===== src/rtl/sprite_draw_sequencer.sv =====
// Sprite draw sequencer: queues draw requests, runs one drawer at a time and
// re-aligns the drawer's coordinate stream with its one-cycle-late ROM colour.
module sprite_draw_sequencer #(
  parameter int unsigned FIFO_DEPTH    = 4,
  parameter int unsigned TIMEOUT       = 4095,
  parameter bit          TRANSP_EN     = 1'b1,
  parameter logic [2:0]  TRANSP_COLOUR = 3'b111
) (
  input  logic       clock_all,
  input  logic       reset_all,
  input  logic       req_valid,
  output logic       req_ready,
  input  logic [1:0] req_slot,
  input  logic [8:0] req_x,
  input  logic [7:0] req_y,
  output logic [1:0] drw_sel,
  output logic [8:0] drw_x,
  output logic [7:0] drw_y,
  output logic       drw_enable,
  output logic       drw_reset_n,
  input  logic       drw_done,
  input  logic [8:0] pix_x,
  input  logic [7:0] pix_y,
  input  logic [2:0] pix_colour,
  output logic [8:0] vga_x,
  output logic [7:0] vga_y,
  output logic [2:0] vga_colour,
  output logic       vga_plot,
  output logic       busy,
  output logic       timeout_err
);

  localparam int unsigned AW       = (FIFO_DEPTH > 1) ? $clog2(FIFO_DEPTH) : 1;
  localparam logic [AW:0]   FULL_CNT = (AW+1)'(FIFO_DEPTH);
  localparam logic [AW-1:0] LAST_PTR = AW'(FIFO_DEPTH - 1);
  localparam logic [11:0]   TO_LAST  = 12'(TIMEOUT - 1);

  typedef enum logic [1:0] {S_IDLE = 2'd0, S_LOAD = 2'd1, S_DRAW = 2'd2, S_DRAIN = 2'd3} state_e;

  typedef struct packed {
    logic [1:0] slot;
    logic [8:0] x;
    logic [7:0] y;
  } entry_t;

  entry_t          fifo_mem_q [FIFO_DEPTH];
  logic [AW-1:0]   wr_ptr_q, wr_ptr_d, rd_ptr_q, rd_ptr_d;
  logic [AW:0]     count_q, count_d;
  state_e          state_q, state_d;
  logic [1:0]      sel_q, sel_d;
  logic [8:0]      org_x_q, org_x_d, dx_q, dx_d;
  logic [7:0]      org_y_q, org_y_d, dy_q, dy_d;
  logic [11:0]     cyc_q, cyc_d;
  logic            dvalid_q, dvalid_d;
  logic            terr_q, terr_d;
  logic            fifo_empty_s, fifo_full_s, push_s, pop_s, timeout_s;
  entry_t          req_entry_s, head_s;

  assign fifo_empty_s = (count_q == '0);
  assign fifo_full_s  = (count_q == FULL_CNT);
  assign req_ready    = !fifo_full_s && !reset_all;
  assign push_s       = req_valid && req_ready;
  assign req_entry_s  = entry_t'({req_slot, req_x, req_y});
  // An empty FIFO lets a request accepted in IDLE/DRAIN go straight to LOAD.
  assign head_s       = fifo_empty_s ? req_entry_s : fifo_mem_q[rd_ptr_q];

  // State register plus all datapath registers.
  always_ff @(posedge clock_all or posedge reset_all) begin
    if (reset_all) begin
      state_q  <= S_IDLE;
      wr_ptr_q <= '0;
      rd_ptr_q <= '0;
      count_q  <= '0;
      sel_q    <= 2'b00;
      org_x_q  <= 9'd0;
      org_y_q  <= 8'd0;
      cyc_q    <= 12'd0;
      dvalid_q <= 1'b0;
      dx_q     <= 9'd0;
      dy_q     <= 8'd0;
      terr_q   <= 1'b0;
    end else begin
      state_q  <= state_d;
      wr_ptr_q <= wr_ptr_d;
      rd_ptr_q <= rd_ptr_d;
      count_q  <= count_d;
      sel_q    <= sel_d;
      org_x_q  <= org_x_d;
      org_y_q  <= org_y_d;
      cyc_q    <= cyc_d;
      dvalid_q <= dvalid_d;
      dx_q     <= dx_d;
      dy_q     <= dy_d;
      terr_q   <= terr_d;
    end
  end

  // Queue storage needs no reset; occupancy is tracked by count_q.
  always_ff @(posedge clock_all) begin
    if (push_s) begin
      fifo_mem_q[wr_ptr_q] <= req_entry_s;
    end
  end

  // Next-state logic.
  always_comb begin
    state_d   = state_q;
    timeout_s = 1'b0;
    case (state_q)
      S_IDLE: begin
        if (!fifo_empty_s || push_s) state_d = S_LOAD;
        else                         state_d = S_IDLE;
      end
      S_LOAD: state_d = S_DRAW;
      S_DRAW: begin
        if (drw_done) begin
          state_d = S_DRAIN;
        end else if (cyc_q == TO_LAST) begin
          state_d   = S_DRAIN;
          timeout_s = 1'b1;
        end else begin
          state_d = S_DRAW;
        end
      end
      S_DRAIN: begin
        if (!fifo_empty_s || push_s) state_d = S_LOAD;
        else                         state_d = S_IDLE;
      end
      default: state_d = S_IDLE;
    endcase
  end

  // FSM outputs to the drawer.
  always_comb begin
    drw_enable  = 1'b0;
    drw_reset_n = 1'b0;
    case (state_q)
      S_DRAW: begin
        drw_enable  = 1'b1;
        drw_reset_n = 1'b1;
      end
      default: begin
        drw_enable  = 1'b0;
        drw_reset_n = 1'b0;
      end
    endcase
  end

  // FIFO bookkeeping, drawer load, cycle counter and pixel delay stage.
  always_comb begin
    pop_s    = (state_d == S_LOAD);
    wr_ptr_d = wr_ptr_q;
    rd_ptr_d = rd_ptr_q;
    if (push_s) wr_ptr_d = (wr_ptr_q == LAST_PTR) ? '0 : wr_ptr_q + AW'(1);
    else        wr_ptr_d = wr_ptr_q;
    if (pop_s)  rd_ptr_d = (rd_ptr_q == LAST_PTR) ? '0 : rd_ptr_q + AW'(1);
    else        rd_ptr_d = rd_ptr_q;
    case ({push_s, pop_s})
      2'b10:   count_d = count_q + (AW+1)'(1);
      2'b01:   count_d = count_q - (AW+1)'(1);
      default: count_d = count_q;
    endcase
    sel_d   = pop_s ? head_s.slot : sel_q;
    org_x_d = pop_s ? head_s.x    : org_x_q;
    org_y_d = pop_s ? head_s.y    : org_y_q;
    if (state_q == S_LOAD)      cyc_d = 12'd0;
    else if (state_q == S_DRAW) cyc_d = cyc_q + 12'd1;
    else                        cyc_d = cyc_q;
    // An aborted draw drops the pixel captured on its last cycle.
    dvalid_d = (state_q == S_DRAW) && !timeout_s;
    dx_d     = (state_q == S_DRAW) ? pix_x : dx_q;
    dy_d     = (state_q == S_DRAW) ? pix_y : dy_q;
    terr_d   = terr_q || timeout_s;
  end

  assign drw_sel     = sel_q;
  assign drw_x       = org_x_q;
  assign drw_y       = org_y_q;
  assign vga_x       = dx_q;
  assign vga_y       = dy_q;
  assign vga_colour  = dvalid_q ? pix_colour : 3'b000;
  assign vga_plot    = dvalid_q && !(TRANSP_EN && (pix_colour == TRANSP_COLOUR));
  assign busy        = (state_q != S_IDLE) || !fifo_empty_s;
  assign timeout_err = terr_q;

endmodule


===== config.mk =====
export PLATFORM = sky130hd
export DESIGN_NAME = sprite_draw_sequencer
export DESIGN_NICKNAME = d
export VERILOG_FILES = /design/src/rtl/sprite_draw_sequencer.sv
export SDC_FILE = /design/constraint.sdc
export NUM_CORES = 1
export LEC_CHECK = 0
export ABC_CLOCK_PERIOD_IN_PS = 2700
export BUFFER_PORTS_ARGS = -buffer_cell sky130_fd_sc_hd__buf_2
export CAP_MARGIN = 20
export CORE_AREA = 2 2 94 132
export DETAILED_ROUTE_END_ITERATION = 10
export DIE_AREA = 0 0 96 134
export PLACE_DENSITY = 0.82
export SYNTH_ARGS = -nofsm -noshare
export SYNTH_HDL_FRONTEND = slang
export SYNTH_SLANG_ARGS = --single-unit
export TNS_END_PERCENT = 5

===== constraint.sdc =====
create_clock -name clock_all -period 2.7 [get_ports clock_all]
set_input_delay 0.54 -clock clock_all [delete_from_list [all_inputs] [get_ports clock_all]]
set_output_delay 0.54 -clock clock_all [all_outputs]
set_load 0.005 [all_outputs]

==> key figures <==
Finish
  • Final Util: 0.595
  • Fraction of layout cells with a size suffix above 1: 0.483
  • Final Non-Filler Cells: 596
  • Layout area overhead: 22.3%
  • # diodes: 0
  • Nets: 491

Placement
  • Routability Congestion: 0.824
  • Pre-CTS setup slack: -0.0451 ns
  • DP HPWL: 7.60 mm
  • Port-buffer cells: 87
  • Cell total after placement: 564

Floorplanning
  • CORE AREA: 11,700 um^2
  • Row Count: 47
  • Die Y-Extent: 134 um
  • Starting density of the core: 0.487
  • IO Pins: 88
  • Die W: 96 um
  • Die outline area: 12,900 um^2

Synth
  • Sequential share of the synthesized area: 0.660
  • Mean Syn Cell Area: 17.4 um^2
  • Ys Warns: 0
  • FFs w/ async S/R, synth: 0.437
  • Unique cell type count in the Yosys netlist: 41
  • Number of synthesized register bits: 135
  • Synthesized area: 5690 um^2
  • Cells after Synth: 327
  • EDFF count, synth: 76
  • Mapped Nets: 382
  • Most used DFF post-synth: edfxtp_1

Pwr
  • Peak supply drop: 0.000769 V
  • Power Internal: 5990 uW
  • Clock Power Share: 0.262
  • Sequential Power Share: 0.359
  • NetSw: 2460 uW
  • Combinational Power Share: 0.379
  • Power Dens Cells: 1210 nW/um^2
  • Tot Pwr: 8450 uW
  • Sw Ratio: 0.291
  • Leak: 0.00288 uW

Timing
  • Final Skew: 0.00681 ns
  • Hold Vio Cnt, Final: 0
  • Max_slew headroom: 0.496
  • Final period util: 0.992
  • # setup viols final: 0
  • Slew Viols, Final: 0
  • Worst hold slack: 0.361 ns
  • Final worst setup slack: 0.0220 ns
  • Final min period: 2.68 ns
  • F_max: 373 MHz
  • RSZ-0062 raised after global routing: yes
  • Least-Margin Pin Slew: 0.756 ns

GRT
  • First-pass GRT wire length: 18.1 mm
  • Remaining global-route overflow: 0
  • Total GRT Usage: 0.191
  • Vias in the first global route: 3,493
  • Initial antenna violation count: 0
  • Pin count of the biggest net entering global routing: 60

Min path
  • Hold Path Class: input pin to flip-flop

Critical path
  • Worst path required time: 3.02 ns
  • CP Class: flip-flop to flip-flop
  • Critical Path End Type: flip-flop
  • Crit path launch type: flip-flop
  • Worst Path Arrival: 3.00 ns
  • Crit-path max FO: 4

Route
  • Iter 0 DRT Violations: 158
  • Drt drc: 0
  • Drt total wl: 11.1 mm
  • Routed vias: 3,161
  • ANT nets after route: 0
  • Vias/cell: 5.30
  • Avg WL per Cell: 18.6 um
  • 1st-pass router iterations: 4

CTS
  • Root buf cell: clkbuf_16
  • Num CTS Buffers: 17
  • CTS sink count: 135
  • CTS tree: yes
  • CTS max path bufs: 2
  • Htree depth: 4
  • Post-CTS setup buffer count: 0
  • Worst-Skew Late Latency: 0.41 ns
  • Clk pin slew, worst setup/hold paths: 0.05 ns

Status
  • Status: completed

Run
  • Max Cap Viol: 0
power groups by stage:
| stage | sequential [uW] | combinational [uW] | clock, uW |
|---|---|---|---|
| 2_1_floorplan | 3020 | 2320 | 0 |
| 3_3_place_gp | 3010 | 3070 | 0 |
| 3_5_place_dp | 3050 | 3220 | 0 |
| 4_1_cts | 3040 | 3250 | 2240 |
| 5_1_grt | 3090 | 3480 | 2330 |
| 6_report | 3030 | 3200 | 2210 |
Yosys cell counts (all sizes together) (3+ instances only):
master,instances,share of area
a21oi,3,0.0026
and2,6,0.0066
and3,7,0.0079
buf,5,0.0068
clkbuf,8,0.0053
dfrtp,59,0.26
edfxtp,76,0.40
ha,11,0.024
inv,15,0.0099
mux2,59,0.13
mux4,19,0.075
nand2,5,0.0033
nand3,3,0.0026
nand4,4,0.0055
nor2,10,0.0066
nor3,3,0.0026
o21ai,6,0.0053
xor2,7,0.011
cell families after synthesis:
logic type | after synthesis | synth area share
buf+inv | 28 | 0.0220
mux | 80 | 0.208
compound gates | 17 | 0.0218
fa+ha+maj | 12 | 0.0277
simple gates | 46 | 0.0468
flops | 135 | 0.660
xor+xnor | 9 | 0.0138
final cells by class:
type	instances	area [um^2]
inverters	15	60.1
flip-flops and latches	135	3760
clock inverters	4	67.6
clock buffers	28	507
well taps	147	184
multi-input cells	164	1830
repair buffers	103	556
fillers	789	4740
state kept, by name, summed over array words and instances (netlist names):
name / cells
dvalid_q: 1
count_q: 3
drw_y: 8
state_q: 2
drw_x: 9
vga_y: 8
vga_x: 9
rd_ptr_q: 2
fifo_mem_q: 76
drw_sel: 2
wr_ptr_q: 2
cyc_q: 12
timeout_err: 1
critical path, cell delays in order, from the launching register on:
cell and delay [ns]:
dfrtp_1 0.41, inv_2 0.09, ha_1 0.14, nand4_1 0.12, or4_4 0.52, a311oi_4 0.29
ha_4 0.19, inv_1 0.05, fa_2 0.33, xor2_1 0.14, nor2_1 0.12, xor2_1 0.19
repair_timing:
item	CTS	global route
endpoints found under the setup margin	1	1
resized for setup	2	0
hold buffers	0	0
final timing paths:
check / start / to / slack [ns] / depth (start not counted)
max: cyc_q[0] / count_q[2] / 0.02 / 11
min: req_y[7] / fifo_mem_q[0][7] / 0.36 / 1
max reg2reg: cyc_q[0] / count_q[2] / 0.02 / 11
min reg2reg: timeout_err / timeout_err / 0.49 / 2
max in group asynchronous: reset_all / drw_y[5] / 1.77 / 3
min in group asynchronous: reset_all / drw_y[0] / 0.44 / 3
metal layers:
layer,wire length (um),GRT usage,vias up
met5,0,0,-
met4,175,0.0635,0
met3,639,0.0612,18
met2,6030,0.323,103
met1,4250,0.228,1593
li1,-,-,1447
cell usage in the layout (no fill, tap or decap), types with 2 or more instances in the layout:
master     synthesis  routed
buf_2              1      87
edfxtp_1          76      76
dfrtp_1           59      59
mux2_2            40      40
mux4_2            19      19
mux2_4            19      19
clkbuf_16          0      17
buf_4              1      16
inv_1             15      13
nor2_1            10      10
ha_1              11      10
xor2_1             7       7
clkbuf_1           8       7
and2_1             6       6
o21ai_0            6       6
and3_1             6       6
nand2_1            5       5
clkbuf_8           0       4
nand4_1            3       3
nand3_1            3       3
a21oi_1            3       3
xnor2_1            2       2
mux2i_1            2       2
a31oi_1            2       2
nand2b_1           2       2
nor3_1             3       2
bufinv_16          0       2
clkinv_1           0       2
per-stage QoR:
stage,cell area [um^2],setup TNS (ns)
floorplan,5710,-0.424
global placement,6390,0
detailed placement,6390,-0.0451
CTS,6970,0
global route,6970,-0.0995
finish,6970,0
(Power assumes the default switching activity.)
